File: src/rtl/play_timer_pkg.sv
// Shared types and constants for the MM:SS play timer.
// Latency: n/a (types and constants only).
// Backpressure: n/a.
package play_timer_pkg;

    typedef enum logic [1:0] {
        ST_PAUSE = 2'd0,
        ST_RUN   = 2'd1,
        ST_DONE  = 2'd2
    } state_e;

    // Largest value each BCD digit may hold before it rolls over
    localparam logic [3:0] BCD_MAX_SEC_L = 4'd9;
    localparam logic [3:0] BCD_MAX_SEC_H = 4'd5;
    localparam logic [3:0] BCD_MAX_MIN   = 4'd9;

    localparam int unsigned ELAPSED_W = 12;

    // True when the whole display reads 99:59 and must stop advancing
    function automatic logic at_display_max(input logic [3:0] min_h,
                                            input logic [3:0] min_l,
                                            input logic [3:0] sec_h,
                                            input logic [3:0] sec_l);
        return (min_h == BCD_MAX_MIN) && (min_l == BCD_MAX_MIN) &&
               (sec_h == BCD_MAX_SEC_H) && (sec_l == BCD_MAX_SEC_L);
    endfunction

endpackage

File: src/rtl/play_timer_if.sv
// Control inputs and MM:SS display outputs of the play timer.
// Latency: n/a (signal bundle only).
// Backpressure: none; all signals are levels or single-cycle pulses.
// master: drives music_select/play/song_len, receives digits and pulses.
// slave : the timer itself.
interface play_timer_if;
    logic [4:0]  music_select;
    logic        play;
    logic [11:0] song_len;
    logic [3:0]  sec_l;
    logic [3:0]  sec_h;
    logic [3:0]  min_l;
    logic [3:0]  min_h;
    logic        sec_tick;
    logic        song_end;

    modport master (
        output music_select, play, song_len,
        input  sec_l, sec_h, min_l, min_h, sec_tick, song_end
    );

    modport slave (
        input  music_select, play, song_len,
        output sec_l, sec_h, min_l, min_h, sec_tick, song_end
    );
endinterface

File: src/rtl/play_timer_bcd_digit.sv
// One BCD display digit that counts 0..MAX and carries out when it wraps.
// Latency: digit updates on the clock edge after inc_i/clr_i; carry_o is combinational.
// Backpressure: none; clr_i has priority over inc_i.
// Ports: clk_vga, rst_n, clr_i, inc_i -> digit_o (registered), carry_o.
module bcd_digit
    import play_timer_pkg::*;
#(
    parameter logic [3:0] MAX = BCD_MAX_SEC_L
)
(
    input  logic       clk_vga,
    input  logic       rst_n,
    input  logic       clr_i,
    input  logic       inc_i,
    output logic [3:0] digit_o,
    output logic       carry_o
);

    logic [3:0] digit_q;
    logic [3:0] digit_d;

    always_comb begin
        digit_d = digit_q;
        if (clr_i) begin
            digit_d = 4'd0;
        end else if (inc_i) begin
            digit_d = (digit_q == MAX) ? 4'd0 : digit_q + 4'd1;
        end
    end

    always_ff @(posedge clk_vga or negedge rst_n) begin
        if (!rst_n) begin
            digit_q <= 4'd0;
        end else begin
            digit_q <= digit_d;
        end
    end

    // Carry is suppressed by clear so a restart never ripples into the next digit
    assign carry_o = inc_i && !clr_i && (digit_q == MAX);
    assign digit_o = digit_q;

endmodule

File: src/rtl/play_timer.sv
// Elapsed play time as registered BCD MM:SS with second tick and optional end-of-song pulse.
// Latency: sec_tick and digits update together on the edge the prescaler wraps; song_end one cycle after that tick.
// Backpressure: none; play is a level, a music_select change restarts timing immediately.
// Ports: clk_vga, rst_n (async, active low); bus (slave): music_select, play, song_len in;
//        sec_l/sec_h/min_l/min_h, sec_tick, song_end out.
// Build option: define PLAY_TIMER_END_DET_EN to add song_end detection and the DONE state;
// otherwise song_end is tied low and song_len is ignored.
module play_timer
    import play_timer_pkg::*;
#(
    parameter int unsigned CLK_FREQ = 65000000
)
(
    input  logic          clk_vga,
    input  logic          rst_n,
    play_timer_if.slave   bus
);

    localparam int unsigned PW = (CLK_FREQ > 1) ? $clog2(CLK_FREQ) : 1;
    localparam logic [PW-1:0] PRESC_LAST = PW'(CLK_FREQ - 1);

    state_e         state_q, state_d;
    logic [PW-1:0]  presc_q, presc_d;
    logic [4:0]     sel_q;
    logic           tick_q;

    logic           restart;
    logic           run_en;
    logic           wrap;
    logic           sat;
    logic           inc;
    logic           end_hit;

    logic [3:0]     sec_l, sec_h, min_l, min_h;
    logic           c_sec_l, c_sec_h, c_min_l;
    logic           carry_unused;

    // Any change of track, including one coinciding with a wrap or song end, wins
    assign restart = (bus.music_select != sel_q);

    always_comb begin
        state_d = state_q;
        case (state_q)
            ST_PAUSE: if (bus.play) state_d = ST_RUN;
            ST_RUN: begin
                if (end_hit) begin
                    state_d = ST_DONE;
                end else if (!bus.play) begin
                    state_d = ST_PAUSE;
                end
            end
            ST_DONE:  state_d = ST_DONE;
            default:  state_d = ST_PAUSE;
        endcase
        if (restart) begin
            state_d = bus.play ? ST_RUN : ST_PAUSE;
        end
    end

    // The prescaler counts every cycle whose next state is RUN, so the first
    // cycle play is seen already counts and a second is exactly CLK_FREQ
    // playing cycles. Paused/done cycles hold the fraction.
    assign run_en = (state_d == ST_RUN) && !restart;
    assign wrap   = run_en && (presc_q == PRESC_LAST);
    assign sat    = at_display_max(min_h, min_l, sec_h, sec_l);
    assign inc    = wrap && !sat;

    always_comb begin
        presc_d = presc_q;
        if (restart) begin
            presc_d = '0;
        end else if (run_en) begin
            presc_d = (presc_q == PRESC_LAST) ? '0 : presc_q + PW'(1);
        end
    end

    always_ff @(posedge clk_vga or negedge rst_n) begin
        if (!rst_n) begin
            state_q <= ST_PAUSE;
            presc_q <= '0;
            sel_q   <= 5'd0;
            tick_q  <= 1'b0;
        end else begin
            state_q <= state_d;
            presc_q <= presc_d;
            sel_q   <= bus.music_select;
            tick_q  <= inc;
        end
    end

    bcd_digit #(.MAX(BCD_MAX_SEC_L)) u_sec_l (
        .clk_vga (clk_vga), .rst_n (rst_n), .clr_i (restart),
        .inc_i   (inc),     .digit_o (sec_l), .carry_o (c_sec_l)
    );

    bcd_digit #(.MAX(BCD_MAX_SEC_H)) u_sec_h (
        .clk_vga (clk_vga), .rst_n (rst_n), .clr_i (restart),
        .inc_i   (c_sec_l), .digit_o (sec_h), .carry_o (c_sec_h)
    );

    bcd_digit #(.MAX(BCD_MAX_MIN)) u_min_l (
        .clk_vga (clk_vga), .rst_n (rst_n), .clr_i (restart),
        .inc_i   (c_sec_h), .digit_o (min_l), .carry_o (c_min_l)
    );

    // min_h never reaches its carry: increments stop at 99:59
    bcd_digit #(.MAX(BCD_MAX_MIN)) u_min_h (
        .clk_vga (clk_vga), .rst_n (rst_n), .clr_i (restart),
        .inc_i   (c_min_l), .digit_o (min_h), .carry_o (carry_unused)
    );

    assign bus.sec_l    = sec_l;
    assign bus.sec_h    = sec_h;
    assign bus.min_l    = min_l;
    assign bus.min_h    = min_h;
    assign bus.sec_tick = tick_q;

`ifdef PLAY_TIMER_END_DET_EN
    logic [ELAPSED_W-1:0] elapsed_q;
    logic                 end_q;

    // Equality is only tested on the cycle right after a tick, so lowering
    // song_len below the elapsed time can never trigger a late end pulse.
    assign end_hit = tick_q && (bus.song_len != '0) && (elapsed_q == bus.song_len);

    always_ff @(posedge clk_vga or negedge rst_n) begin
        if (!rst_n) begin
            elapsed_q <= '0;
            end_q     <= 1'b0;
        end else begin
            if (restart) begin
                elapsed_q <= '0;
            end else if (inc && !(&elapsed_q)) begin
                elapsed_q <= elapsed_q + ELAPSED_W'(1);
            end
            end_q <= end_hit && !restart;
        end
    end

    assign bus.song_end = end_q;
`else
    logic unused_song_len;

    assign end_hit         = 1'b0;
    assign unused_song_len = ^bus.song_len;
    assign bus.song_end    = 1'b0;
`endif

endmodule
File: src/flat_wrapper.sv
// flat-port wrapper written by rule: the top's interface ports become plain ports
module play_timer_flat import play_timer_pkg::*;
#(
    parameter int unsigned CLK_FREQ = 65000000
)
  (clk_vga, rst_n, bus_music_select, bus_play, bus_song_len, bus_sec_l, bus_sec_h, bus_min_l, bus_min_h, bus_sec_tick, bus_song_end);
  play_timer_if bus_i ();
  input  logic clk_vga;
  input  logic rst_n;
  input wire logic [$bits(bus_i.music_select)-1:0] bus_music_select;
  input wire logic [$bits(bus_i.play)-1:0] bus_play;
  input wire logic [$bits(bus_i.song_len)-1:0] bus_song_len;
  output wire logic [$bits(bus_i.sec_l)-1:0] bus_sec_l;
  output wire logic [$bits(bus_i.sec_h)-1:0] bus_sec_h;
  output wire logic [$bits(bus_i.min_l)-1:0] bus_min_l;
  output wire logic [$bits(bus_i.min_h)-1:0] bus_min_h;
  output wire logic [$bits(bus_i.sec_tick)-1:0] bus_sec_tick;
  output wire logic [$bits(bus_i.song_end)-1:0] bus_song_end;
  assign bus_i.music_select = bus_music_select;
  assign bus_i.play = bus_play;
  assign bus_i.song_len = bus_song_len;
  assign bus_sec_l = bus_i.sec_l;
  assign bus_sec_h = bus_i.sec_h;
  assign bus_min_l = bus_i.min_l;
  assign bus_min_h = bus_i.min_h;
  assign bus_sec_tick = bus_i.sec_tick;
  assign bus_song_end = bus_i.song_end;
  play_timer #(.CLK_FREQ(CLK_FREQ)) u_core (.clk_vga(clk_vga), .rst_n(rst_n), .bus(bus_i));
endmodule
File: config.mk
export PLATFORM = sky130hd
export DESIGN_NAME = play_timer_flat
export DESIGN_NICKNAME = d
export VERILOG_FILES = /design/src/rtl/play_timer_pkg.sv /design/src/rtl/play_timer_if.sv /design/src/rtl/play_timer_bcd_digit.sv /design/src/rtl/play_timer.sv /design/src/flat_wrapper.sv
export SDC_FILE = /design/constraint.sdc
export NUM_CORES = 1
export LEC_CHECK = 0
export BUFFER_PORTS_ARGS = -buffer_cell sky130_fd_sc_hd__buf_4
export CORE_ASPECT_RATIO = 0.7
export CORE_MARGIN = 3
export CORE_UTILIZATION = 35
export CTS_CLUSTER_DIAMETER = 80
export DETAILED_ROUTE_END_ITERATION = 8
export GPL_TIMING_DRIVEN = 1
export SLEW_MARGIN = 20
export SYNTH_ARGS = -nofsm -noshare
export SYNTH_HDL_FRONTEND = slang
export SYNTH_SLANG_ARGS = --single-unit
File: constraint.sdc
create_clock -name clk_vga -period 3.2 [get_ports clk_vga]
set_input_delay 0.16 -clock clk_vga [delete_from_list [all_inputs] [get_ports clk_vga]]
set_output_delay 0.16 -clock clk_vga [all_outputs]
set_load 0.01 [all_outputs]
Word-level counts from Yosys, hierarchy flattened
Index checks and enable logic that the tools add are counted.
{"block": "totals", "regBits": 50, "input_bits": 20}
{"block": "classes", "n_addsub": 5, "n_eq_ne": 9, "muxes": 20, "n_reduce_logical": 20}
{"op": "$mux 26", "n": 3}
{"op": "$mux 4", "n": 12}
{"op": "$add 26x1->26 const B", "n": 1}
{"op": "$eq 26x26->1 const B", "n": 1}
{"op": "$add 4x1->4 const B", "n": 4}
{"op": "$eq 4x4->1 const B", "n": 3}
{"op": "$logic_and 1x1->1", "n": 12}
{"op": "$reduce_bool 2->1", "n": 5}
{"op": "$mux 2", "n": 3}
{"op": "$pmux 2 s3", "n": 1}
{"op": "$ne 5x5->1", "n": 1}
{"op": "$eq 2x1->1 const B", "n": 2}
{"op": "$eq 4x3->1 const B", "n": 1}
{"op": "$eq 2x2->1 const B", "n": 1}
{"op": "$logic_not 1->1", "n": 2}
{"op": "$logic_not 2->1", "n": 1}
{"op": "$mux 1", "n": 1}

Longest topological paths before layout
{"block": "depth", "depth_word": 15, "mapped_depth": 8}

Cells and area by module
Synthesis repeated with hierarchy kept, for this count alone.
{"block": "hier_totals", "hier_cells": 322, "area_unflattened_um2": 2997.9}
{"mod": "play_timer", "instances": 1, "cells_each": 222, "area_each_um2": 2025.7, "seq_area_each_um2": 850.8}
{"mod": "bcd_digit (u_core.u_min_h ...)", "instances": 3, "cells_each": 25, "area_each_um2": 246.5, "seq_area_each_um2": 100.1}
{"mod": "bcd_digit (u_core.u_sec_h)", "instances": 1, "cells_each": 25, "area_each_um2": 232.7, "seq_area_each_um2": 100.1}

Worst setup path after synthesis
OpenSTA, ideal clock, no wires.
{"block": "synth_path", "kind": "register -> register", "start": "register u_core.presc_q[0]", "end": "register u_core.u_min_h.digit_q[2], in the netlist u_core.u_min_h.digit_o[2]", "t_arrival_ns": 2.341, "path_slack_ns": 0.781, "stages_incl_launch_ff": 8, "n_path_buf": 1, "synth_period_minus_slack_ns": 2.419, "path_cell_list": "dfrtp_1 ha_1 nand2_2 or4_4 or4_1 buf_2 a2111o_1 a21oi_1"}
{"block": "synth_between", "elab_chain_len": 10}
{"element": "start, declared", "line": "play_timer.sv:23", "text": "logic [PW-1:0] presc_q, presc_d;"}
{"element": "start signal, assigned", "line": "play_timer.sv:85", "text": "presc_q <= presc_d;"}
{"element": "$eq 26x26->1", "line": "play_timer.sv:64", "text": "assign wrap = run_en && (presc_q == PRESC_LAST);"}
{"element": "$logic_and 1x1->1", "line": "play_timer.sv:64"}
{"element": "$logic_and 1x1->1", "line": "play_timer.sv:66", "text": "assign inc = wrap && !sat;"}
{"element": "$logic_and 1x1->1 (6 in a row)", "line": "play_timer_bcd_digit.sv:40", "text": "assign carry_o = inc_i && !clr_i && (digit_q == MAX);"}
{"element": "$reduce_bool 2->1 (no source line)"}
{"element": "end signal, assigned", "line": "play_timer_bcd_digit.sv:35", "text": "digit_q <= digit_d;"}
{"element": "end, declared", "line": "play_timer_bcd_digit.sv:19", "text": "logic [3:0] digit_q;"}
No other way between the ends.
A chain may end at the register's enable or synchronous reset.

Final worst setup path
Same ends and word-level chain as after synthesis.

==> out/qor.yml <==
setup_path:
  crit_fanout: 18
  path_delay_family: "simple AND/OR/NAND/NOR gates"
  worst_path_max_delay_cell: "sky130_fd_sc_hd__or4_1"
  worst_ep_required_time_ps: 3410
  critical_path_sink_type: "flop"
  worst-path-buf-inv: 0
  critical_path.startpoint_type: "flop"
  cpPeakStageDelay_ps: 760
  arrival_ps: 3010
  timing.setup.critical_path_class: "flop to flop"
  worstPathCellList: "ha_1 -> nand2_2 -> or4_4 -> or4_1 -> a2111o_1 -> a21oi_1"
outcome:
  status: "finished clean"
final_layout:
  final.fill_count: 773
  antenna_cells_inserted: 0
  drive_gt1_share_pct: 14.74
  num-nets-final: 374
  final-instance-count-excl-fill: 447
  area.growth.synth_to_final_pct: 17.91
synth:
  post_synth_instance_area_mm2: 0.002913
  synthTopCellsByArea: "sky130_fd_sc_hd__dfrtp_1 (43%), sky130_fd_sc_hd__nand3_1 (4.0%), sky130_fd_sc_hd__ha_1 (3.9%)"
  synthMostInstantiatedCell: "sky130_fd_sc_hd__dfrtp_1"
  synth-seq-cells: 50
  yosysSeqAreaShare_pct: 42.96
  yosys_warnings: 0
  netlist.top_cell.by_area: "sky130_fd_sc_hd__dfrtp_1"
  synth.top_cell.area_share_pct: 42.96
  async_flop_share_pct: 100.0
  count_of_flip_flops_with_a_built_in_enable_after_synthesis: 0
  synth_flop_cell: "sky130_fd_sc_hd__dfrtp_1"
  yosysUniqueCellTypes: 61
  synth.avg_cell_area_um2: 9.218
  commonest_cells_in_the_synthesized_netlist: "sky130_fd_sc_hd__dfrtp_1 (50), sky130_fd_sc_hd__nand2_1 (29), sky130_fd_sc_hd__nand3_1 (23)"
  synth_nets: 345
  syn_inst: 316
timing:
  max-slew-margin-rel_pct: 39.72
  report.final.setup_viol: 0
  transition_time_of_the_tightest_slew_check_pin_ps: 900.9
  final_max_slew_viol_count: 0
  finalClockSkew_ps: 8.878
  final_critical_delay_including_setup_and_external_delays_ps: 2800
  timing.final.hold_violations: 0
  rsz0062_at_grt: "false"
  fin_crit_sh_pct: 87.51
  max_freq_mhz: 357.1
  fin_tns_setup_ps: 0
placed_design:
  placedCellCount: 433
  place.port_buffers: 24
  detailed_place_hpwl_um: 4839
  gp_routability_congestion: 0.7941
run:
  cap_viol_max_count: 0
clock_tree:
  clock-root-buffer: "sky130_fd_sc_hd__clkbuf_16"
  holdBufCountCts: 6
  latest_clock_arrival_within_the_worst_skew_pair_ps: 290
  h-tree-depth: 2
  cts_tree: "yes"
  post_cts.repair.setup_buffers: 0
  post_cts_resize_count: 0
  cts-buffers-inserted: 5
  path_clk_slew_ps: 70
  cts.path.max_buffers: 2
  clock_sinks: 50
global_routing:
  use_met3_pct: 2.622
  global_route_wire_length_before_repair_um: 11630
  grt_most_used_layer: "met1"
  grt_use_total_pct: 15.48
  grt.overflow.total: 0
  antenna_found_initial: 0
  number_of_global_route_vias_before_repair: 2274
  maximum_number_of_pins_on_one_net_before_global_route_repair: 51
  gr-usage-met2_pct: 22.46
  global_routing_usage_on_met1_pct: 23.70
floorplan:
  dieArea_mm2: 0.009470
  floorplan.rows: 27
  initial_utilization_pct: 36.53
  die_h_um: 82.33
  die_width_um: 115.0
  boundaryPins: 38
  core_area_mm2: 0.007973
detailed_routing:
  drt_iter0_markers: 187
  postRouteAntennaNets: 0
  routed_wire_length_per_instance_um: 15.25
  firstDrtPassIters: 4
  drt_wl_total_um: 6818
  num_vias: 2510
  vias_per_cell: 5.615
  route.detailed.drc: 0
power_and_ir_drop:
  vdd_ir_drop_max_uv: 232.6
  power_density_mw_per_mm2: 378.0
  leakage_power_summed_over_all_cells_nw: 1.408
  totalPowerFinal_mw: 1.298
min_path:
  min_delay_worst_type: "input port to flop"
## cells by family (layout without fill, tap and decap cells)
family / after synthesis / after routing / synth area share [%]
adders and majority gates: 9 / 9 / 3.866
buffers and inverters: 23 / 53 / 3.393
and+or+nand+nor: 140 / 140 / 27.62
AOI/OAI and AO/OA: 82 / 82 / 18.60
muxes: 3 / 3 / 1.031
xor gates and xnor gates: 8 / 8 / 2.406
DFF: 50 / 50 / 42.96
other: 1 / 1 / 0.1287
## power by group
group,total (mW),leakage (nW),internal (mW),switching [mW]
combinational,0.0566,0.646,0.0211,0.0355
sequential,0.639,0.685,0.636,0.00280
clock,0.602,0.0771,0.369,0.233
total,1.30,1.41,1.03,0.271
## worst paths after layout
path	start	endpoint	slack [ps]	cells after the start
worst max-delay path	u_core.presc_q[0]	u_core.u_min_h.digit_o[2]	400	6
worst min-delay path	bus_play	u_core.state_q[0]	100	2
worst max register to register	u_core.presc_q[0]	u_core.u_min_h.digit_o[2]	400	6
worst min register to register	u_core.state_q[0]	u_core.state_q[1]	400	1
max in group asynchronous	rst_n	u_core.presc_q[11]	2320	2
min in group asynchronous	rst_n	u_core.presc_q[21]	430	2
## layer usage
layer  up-vias  wire [µm]
met3         5        325
met4         0         59
met1      1210       3567
met5         -          0
li1       1243          -
met2        52       2865
## per-stage QoR
step	area, µm²	worst slack [ps]	hold slack (ps)	utilization [%]
floorplan	2913	781.4	-135.6	-
global placement	3208	473.4	238.4	40.24
detailed placement	3208	439.6	234.5	40.24
CTS	3435	423.1	98.68	43.08
global route	3435	276.3	112.2	43.08
finish	3435	399.8	102.1	43.08
## worst register-to-register path, cell delays in order, from the launching register on
cell and delay, ps:
sky130_fd_sc_hd__dfrtp_1 420, sky130_fd_sc_hd__ha_1 250, sky130_fd_sc_hd__nand2_2 100, sky130_fd_sc_hd__or4_4 590, sky130_fd_sc_hd__or4_1 770, sky130_fd_sc_hd__a2111o_1 470, sky130_fd_sc_hd__a21oi_1 130
## flip-flops by register name, indices dropped and copies added, names as in the netlist
| register | count |
|---|---|
| u_core.u_sec_h.digit_o | 4 |
| u_core.state_q | 2 |
| u_core.presc_q | 26 |
| u_core.u_min_h.digit_o | 4 |
| u_core.bus.sec_tick | 1 |
| u_core.sel_q | 5 |
| u_core.u_min_l.digit_o | 4 |
| u_core.u_sec_l.digit_o | 4 |
## final cells by class
type	instances	area, µm²	share of cell area, %
multi-input cells	243	1563	45.50
flip-flops and latches	50	1251	36.43
repair buffers	35	290.3	8.452
clock buffers	6	128.9	3.752
well taps	101	126.4	3.679
clock inverters	2	37.54	1.093
inverters	10	37.54	1.093
## layout by cell type, fill, tap and decap left out, drive strengths merged, types with 6 or more instances in the layout
master,instances
a21oi,18
a31oi,16
and3,6
buf,29
clkbuf,6
dfrtp,50
dlygate4sd3,6
ha,9
inv,10
nand2,30
nand3,24
nand3b,11
nand4,7
nor2,15
nor3,8
o21ai,17
or3,11
xnor2,7
Note: power is estimated with default switching activity, not from simulation.
